`src/rtl/expr_misr_pkg.sv`:
```
// Shared types and constants for the expression-result MISR checker.
// Optional input skid register: define EXPR_MISR_PIPE_EN.
package expr_misr_pkg;

  // Width of the concatenated expression-block y bus.
  localparam int unsigned EXPR_W  = 90;
  localparam int unsigned MISR_CW = 16;

  localparam logic [EXPR_W-1:0] MISR_POLY = 90'h29;
  localparam logic [EXPR_W-1:0] MISR_SEED = 90'h0;

  typedef enum logic [1:0] {
    ST_IDLE = 2'd0,
    ST_RUN  = 2'd1,
    ST_DONE = 2'd2
  } misr_state_e;

endpackage

```
`src/rtl/misr_step.sv`:
```
// One MISR compression step: shift left, fold the MSB back through POLY, XOR data.
module misr_step
  import expr_misr_pkg::*;
#(
  parameter int unsigned  W    = EXPR_W,
  parameter logic [W-1:0] POLY = W'(MISR_POLY)
) (
  input  logic [W-1:0] sig,
  input  logic [W-1:0] data,
  output logic [W-1:0] sig_next
);

  // Galois-style feedback, all at W bits unsigned.
  always_comb begin
    sig_next = {sig[W-2:0], 1'b0} ^ (sig[W-1] ? POLY : '0) ^ data;
  end

endmodule

```
`src/rtl/expr_result_misr.sv`:
```
// Compresses a programmed number of y-bus vectors into a MISR signature and
// reports pass/fail against a golden value.
// Optional input skid register between handshake and MISR: EXPR_MISR_PIPE_EN.
module expr_result_misr
  import expr_misr_pkg::*;
#(
  parameter int unsigned  W    = EXPR_W,
  parameter int unsigned  CW   = MISR_CW,
  parameter logic [W-1:0] POLY = W'(MISR_POLY),
  parameter logic [W-1:0] SEED = W'(MISR_SEED)
) (
  input  logic          clk,
  input  logic          reset,
  input  logic          start,
  input  logic [CW-1:0] nvec,
  input  logic [W-1:0]  golden,
  input  logic          in_valid,
  output logic          in_ready,
  input  logic [W-1:0]  in_y,
  output logic          busy,
  output logic          done,
  output logic          pass,
  output logic [W-1:0]  signature,
  output logic [CW-1:0] count
);

  misr_state_e   state_q, state_d;
  logic [W-1:0]  sig_q, sig_d;
  logic [W-1:0]  gold_q, gold_d;
  logic [CW-1:0] cnt_q, cnt_d;
  logic [CW-1:0] nvec_q, nvec_d;
  logic          pass_q, pass_d;
  logic [W-1:0]  step_data, step_sig;
  logic          xfer, absorb;

`ifdef EXPR_MISR_PIPE_EN
  logic          skid_vld_q, skid_vld_d;
  logic [W-1:0]  skid_q, skid_d;
  logic [CW-1:0] acc_q, acc_d;

  // The skid drains into the MISR every RUN cycle, so only the accepted count gates ready.
  assign in_ready  = (state_q == ST_RUN) && (acc_q < nvec_q);
  assign step_data = skid_q;
`else
  assign in_ready  = (state_q == ST_RUN);
  assign step_data = in_y;
`endif

  assign xfer      = in_valid && in_ready;
  assign busy      = (state_q == ST_RUN);
  assign done      = (state_q == ST_DONE);
  assign pass      = pass_q;
  assign signature = sig_q;
  assign count     = cnt_q;

  misr_step #(.W(W), .POLY(POLY)) u_step (
    .sig      (sig_q),
    .data     (step_data),
    .sig_next (step_sig)
  );

  // Next-state: run control, MISR absorb and vector counting.
  always_comb begin
    state_d = state_q;
    sig_d   = sig_q;
    gold_d  = gold_q;
    cnt_d   = cnt_q;
    nvec_d  = nvec_q;
    absorb  = 1'b0;
`ifdef EXPR_MISR_PIPE_EN
    skid_vld_d = 1'b0;
    skid_d     = skid_q;
    acc_d      = acc_q;
`endif
    case (state_q)
      ST_IDLE, ST_DONE: begin
        if (start) begin
          nvec_d  = nvec;
          gold_d  = golden;
          sig_d   = SEED;
          cnt_d   = '0;
          state_d = (nvec == '0) ? ST_DONE : ST_RUN;
`ifdef EXPR_MISR_PIPE_EN
          skid_d  = '0;
          acc_d   = '0;
`endif
        end
      end
      ST_RUN: begin
`ifdef EXPR_MISR_PIPE_EN
        if (xfer) begin
          skid_vld_d = 1'b1;
          skid_d     = in_y;
          acc_d      = acc_q + CW'(1);
        end
        absorb = skid_vld_q;
`else
        absorb = xfer;
`endif
        if (absorb) begin
          sig_d = step_sig;
          cnt_d = cnt_q + CW'(1);
          if ((cnt_q + CW'(1)) == nvec_q) begin
            state_d = ST_DONE;
          end
        end
      end
      default: state_d = ST_IDLE;
    endcase
    pass_d = (state_d == ST_DONE) && (sig_d == gold_d);
  end

  // Core state registers with synchronous reset.
  always_ff @(posedge clk) begin
    if (reset) begin
      state_q <= ST_IDLE;
      sig_q   <= SEED;
      gold_q  <= '0;
      cnt_q   <= '0;
      nvec_q  <= '0;
      pass_q  <= 1'b0;
    end else begin
      state_q <= state_d;
      sig_q   <= sig_d;
      gold_q  <= gold_d;
      cnt_q   <= cnt_d;
      nvec_q  <= nvec_d;
      pass_q  <= pass_d;
    end
  end

`ifdef EXPR_MISR_PIPE_EN
  // Skid register and accepted-vector count.
  always_ff @(posedge clk) begin
    if (reset) begin
      skid_vld_q <= 1'b0;
      skid_q     <= '0;
      acc_q      <= '0;
    end else begin
      skid_vld_q <= skid_vld_d;
      skid_q     <= skid_d;
      acc_q      <= acc_d;
    end
  end
`endif

endmodule
```
`config.mk`:
```
export PLATFORM = sky130hd
export DESIGN_NAME = expr_result_misr
export DESIGN_NICKNAME = d
export VERILOG_FILES = /design/src/rtl/expr_misr_pkg.sv /design/src/rtl/misr_step.sv /design/src/rtl/expr_result_misr.sv
export SDC_FILE = /design/constraint.sdc
export NUM_CORES = 1
export LEC_CHECK = 0
export ABC_AREA = 1
export BUFFER_PORTS_ARGS = -buffer_cell sky130_fd_sc_hd__buf_2
export CORE_MARGIN = 10
export CORE_UTILIZATION = 45
export CTS_CLUSTER_DIAMETER = 60
export DETAILED_ROUTE_END_ITERATION = 7
export PLACE_DENSITY = 0.8
export RECOVER_POWER = 50
export SLEW_MARGIN = 5
export SYNTH_ARGS = -nofsm -noshare
export SYNTH_HDL_FRONTEND = slang
export SYNTH_SLANG_ARGS = --single-unit
```
`constraint.sdc`:
```
create_clock -name clk -period 4 [get_ports clk]
set_input_delay 0.6 -clock clk [delete_from_list [all_inputs] [get_ports clk]]
set_output_delay 0.6 -clock clk [all_outputs]
set_load 0.01 [all_outputs]
```
==> results.sh <==
export IMPL_report_final_slew_viol_count=19
export IMPL_netlist_cell_type_count=30
export IMPL_achievable_frequency_ghz=0.2997
export IMPL_hold_buffers=0
export IMPL_total_of_flip_flops_plus_latches_after_synthesis=215
export IMPL_finalSetupViolations=0
export IMPL_worst_case_clock_skew_ps=12.94
export IMPL_globalRouteOverflowTotal=0
export IMPL_clock_insertion_delay_worst_skew_ps=520
export IMPL_port_buffers=309
export IMPL_crit_path_end_kind="flop"
export IMPL_cts_repair_timing_setup_buffer_count=0
export IMPL_timing_max_slew_rel_slack_pct=-6.611
export IMPL_total_standard_cell_area_after_synthesis_mm2=0.01184
export IMPL_placedInstanceArea_mm2=0.01356
export IMPL_critical_path_arrival_ps=3790
export IMPL_grt_start_max_net_pins=194
export IMPL_worstPathRequired_ps=4450
export IMPL_synthesis_area_per_instance_um2=6.199
export IMPL_most_frequently_used_cell_type_in_the_post_synthesis_netlist="nand2_1"
export IMPL_setup_total_negative_slack_ps=0
export IMPL_synthDominantAreaCellType="dfxtp_1"
export IMPL_ys_seq_area_share_pct=36.35
export IMPL_num_vias=12868
export IMPL_tritoncts_num_sinks=215
export IMPL_max_slew_worst_pin_slew_ps=1593
export IMPL_syn_num_nets=2111
export IMPL_post_route_cell_area_mm2=0.01428
export IMPL_min_period_ps=3337
export IMPL_detail_route_drc_violations=0
export IMPL_yosys_warnings=0
export IMPL_hpwlAfterDp_um=29070
export IMPL_row_count=59
export IMPL_floorplan_initialDensity_pct=45.57
export IMPL_io_pins=310
export IMPL_outcome="finished, violations left"
export IMPL_cts_buffer_depth=3
export IMPL_layout_drive_gt1_share_pct=12.95
export IMPL_synth_edf_count=0
export IMPL_postSynth_asyncResetShare_pct=0
export IMPL_rsz_0062_raised_after_global_routing="false"
export IMPL_postSynthCellCount=1910
export IMPL_totalWireLength_um=39070
export IMPL_post_synth_most_frequent_cells="nand2_1, inv_1, dfxtp_1, nor2_1, nand3_1"
export IMPL_pwr_density_cell_mw_per_mm2=404.1
export IMPL_viasPerCell=5.072
export IMPL_final_worst_path_period_share_pct=83.43
export IMPL_clk_transition_reported_paths_ps=60
export IMPL_post_synth_top_area_fraction_pct=36.35
export IMPL_vdd_ir_drop_max_mv=0.2742
export IMPL_kind_of_path_behind_the_tightest_hold_check="input pin to flop"
export IMPL_layout_nets=2383
export IMPL_post_synth_main_area_contributors="dfxtp_1, nand2_1, nand3_1"
export IMPL_area_delta_synth_final_pct=20.59
export IMPL_cts_htree_levels=1
export IMPL_max_cap_violations=1
export IMPL_grt_first_pass_wirelength_um=62740
export IMPL_criticalPathCategory="flop to flop"
export IMPL_cts_tree="done"
export IMPL_dr_first_iter_drc_count=914
export IMPL_track_usage_pct=22.51
export IMPL_cts_resized=0
export IMPL_final_util_pct=54.95
export IMPL_violations="capacitance limit, slew limit"
export IMPL_first_global_vias=12695
export IMPL_grt_antenna_before_repair=1
export IMPL_core_area_mm2=0.02598
export IMPL_route_detailed_wl_per_inst_um=15.40
export IMPL_worst_setup_path_start_kind="flop"
export IMPL_antenna_left=0
export IMPL_hold_viol=0
export IMPL_cts_made_buffers=27
export IMPL_clock_tree_root_cell="clkbuf_16"
export IMPL_dieHeight_um=182.2
export IMPL_dr_pass1_iters=6
export IMPL_p_leak_nw=7.442
export IMPL_main_synth_ff_type="dfxtp_1"
export IMPL_die_w_um=182.2
export IMPL_timing_critical_path_fanout_max=43
export IMPL_die_area_mm2=0.03320
export IMPL_gpl_final_weighted_congestion=0.9300
worst max-delay path, cell delays in order, from the launching register on:
cell	delay, ps
dfxtp_1	380
nor2_1	1220
buf_12	340
nand2_1	150
o21ai_0	140
inv_1	90
nand2_1	70
nand2_1	50
nor2_1	140
nand2_1	90
nor2_1	90
nand2_1	100
nor2_1	100
nand2_1	50
nor2_1	90
nand2_1	60
nor2_1	80
where the power goes:
part           internal (W)  switching [W]
clock network       0.00149       0.000946
registers           0.00226      0.0000676
logic              0.000363       0.000647
total               0.00411        0.00166
final cells by class:
cell class	count	area (um2)
flip-flops and latches	215	4304
clock inverters	13	148.9
well taps	335	419.2
diodes	1	2.502
multi-input cells	1374	6181
inverters	244	918.4
fillers	2658	11710
repair buffers	320	1568
clock buffers	35	735.7
state kept, by name, summed over array words and instances (netlist names):
register,cells
count,16
gold_q,90
nvec_q,16
pass,1
signature,90
state_q,2
path summary, 6_finish.rpt:
path	endpoint	startpoint	cells after the start	slack, ps
hold / removal	nvec_q[10]	nvec[10]	3	370
hold reg to reg	nvec_q[7]	nvec_q[7]	2	470
setup / recovery	pass	state_q[0]	16	660
setup reg to reg	pass	state_q[0]	16	660
through the flow:
step | hold WS (ps) | setup WS [ps] | total power (W) | std cells
2_1_floorplan | 443.7 | 1986 | 0.003048 | 1910
3_3_place_gp | 457.1 | 938.9 | 0.003367 | 2488
3_5_place_dp | 465.9 | 850.2 | 0.003393 | 2488
4_1_cts | 332.4 | 1056 | 0.005826 | 2536
5_1_grt | 367.8 | 429.3 | 0.006058 | 2536
6_report | 371.5 | 662.9 | 0.005769 | 2537
cell families after synthesis:
family                   Yosys count  synth area share (%)
XOR/XNOR                          74                 5.474
adder cells (fa/ha/maj)            1                0.1057
flip-flops                       215                 36.35
AND/OR/NAND/NOR                 1090                 37.62
buffers and inverters            321                 11.32
AO/OA/AOI/OAI                    209                 9.130
layer usage:
layer | GRT usage, % | routed length (um) | up-vias
met3 | 5.143 | 3391 | 78
met4 | 6.313 | 966 | 2
li1 | - | - | 6453
met1 | 27.35 | 16030 | 5810
met2 | 38.87 | 18670 | 525
met5 | 0 | 13 | -
placed cells by master, fill, tap and decap left out, types with 2 or more instances in the layout:
cell | synthesis | routed
a21oi_1 | 107 | 107
buf_12 | 0 | 5
buf_2 | 30 | 207
buf_4 | 5 | 5
bufinv_16 | 0 | 3
clkbuf_1 | 29 | 107
clkbuf_16 | 0 | 27
clkbuf_8 | 0 | 3
clkinv_2 | 0 | 7
clkinvlp_4 | 0 | 2
dfxtp_1 | 215 | 215
inv_1 | 238 | 239
inv_2 | 6 | 3
nand2_1 | 671 | 671
nand3_1 | 180 | 180
nand3_2 | 9 | 8
nand3b_1 | 4 | 4
nand4_1 | 10 | 10
nor2_1 | 199 | 199
nor4_1 | 4 | 4
o21ai_0 | 79 | 93
o21ai_1 | 12 | 4
o21bai_1 | 3 | 3
or2_2 | 10 | 10
xnor2_1 | 2 | 2
xor2_1 | 72 | 72
No activity file was read; power rests on OpenSTA's default activity.
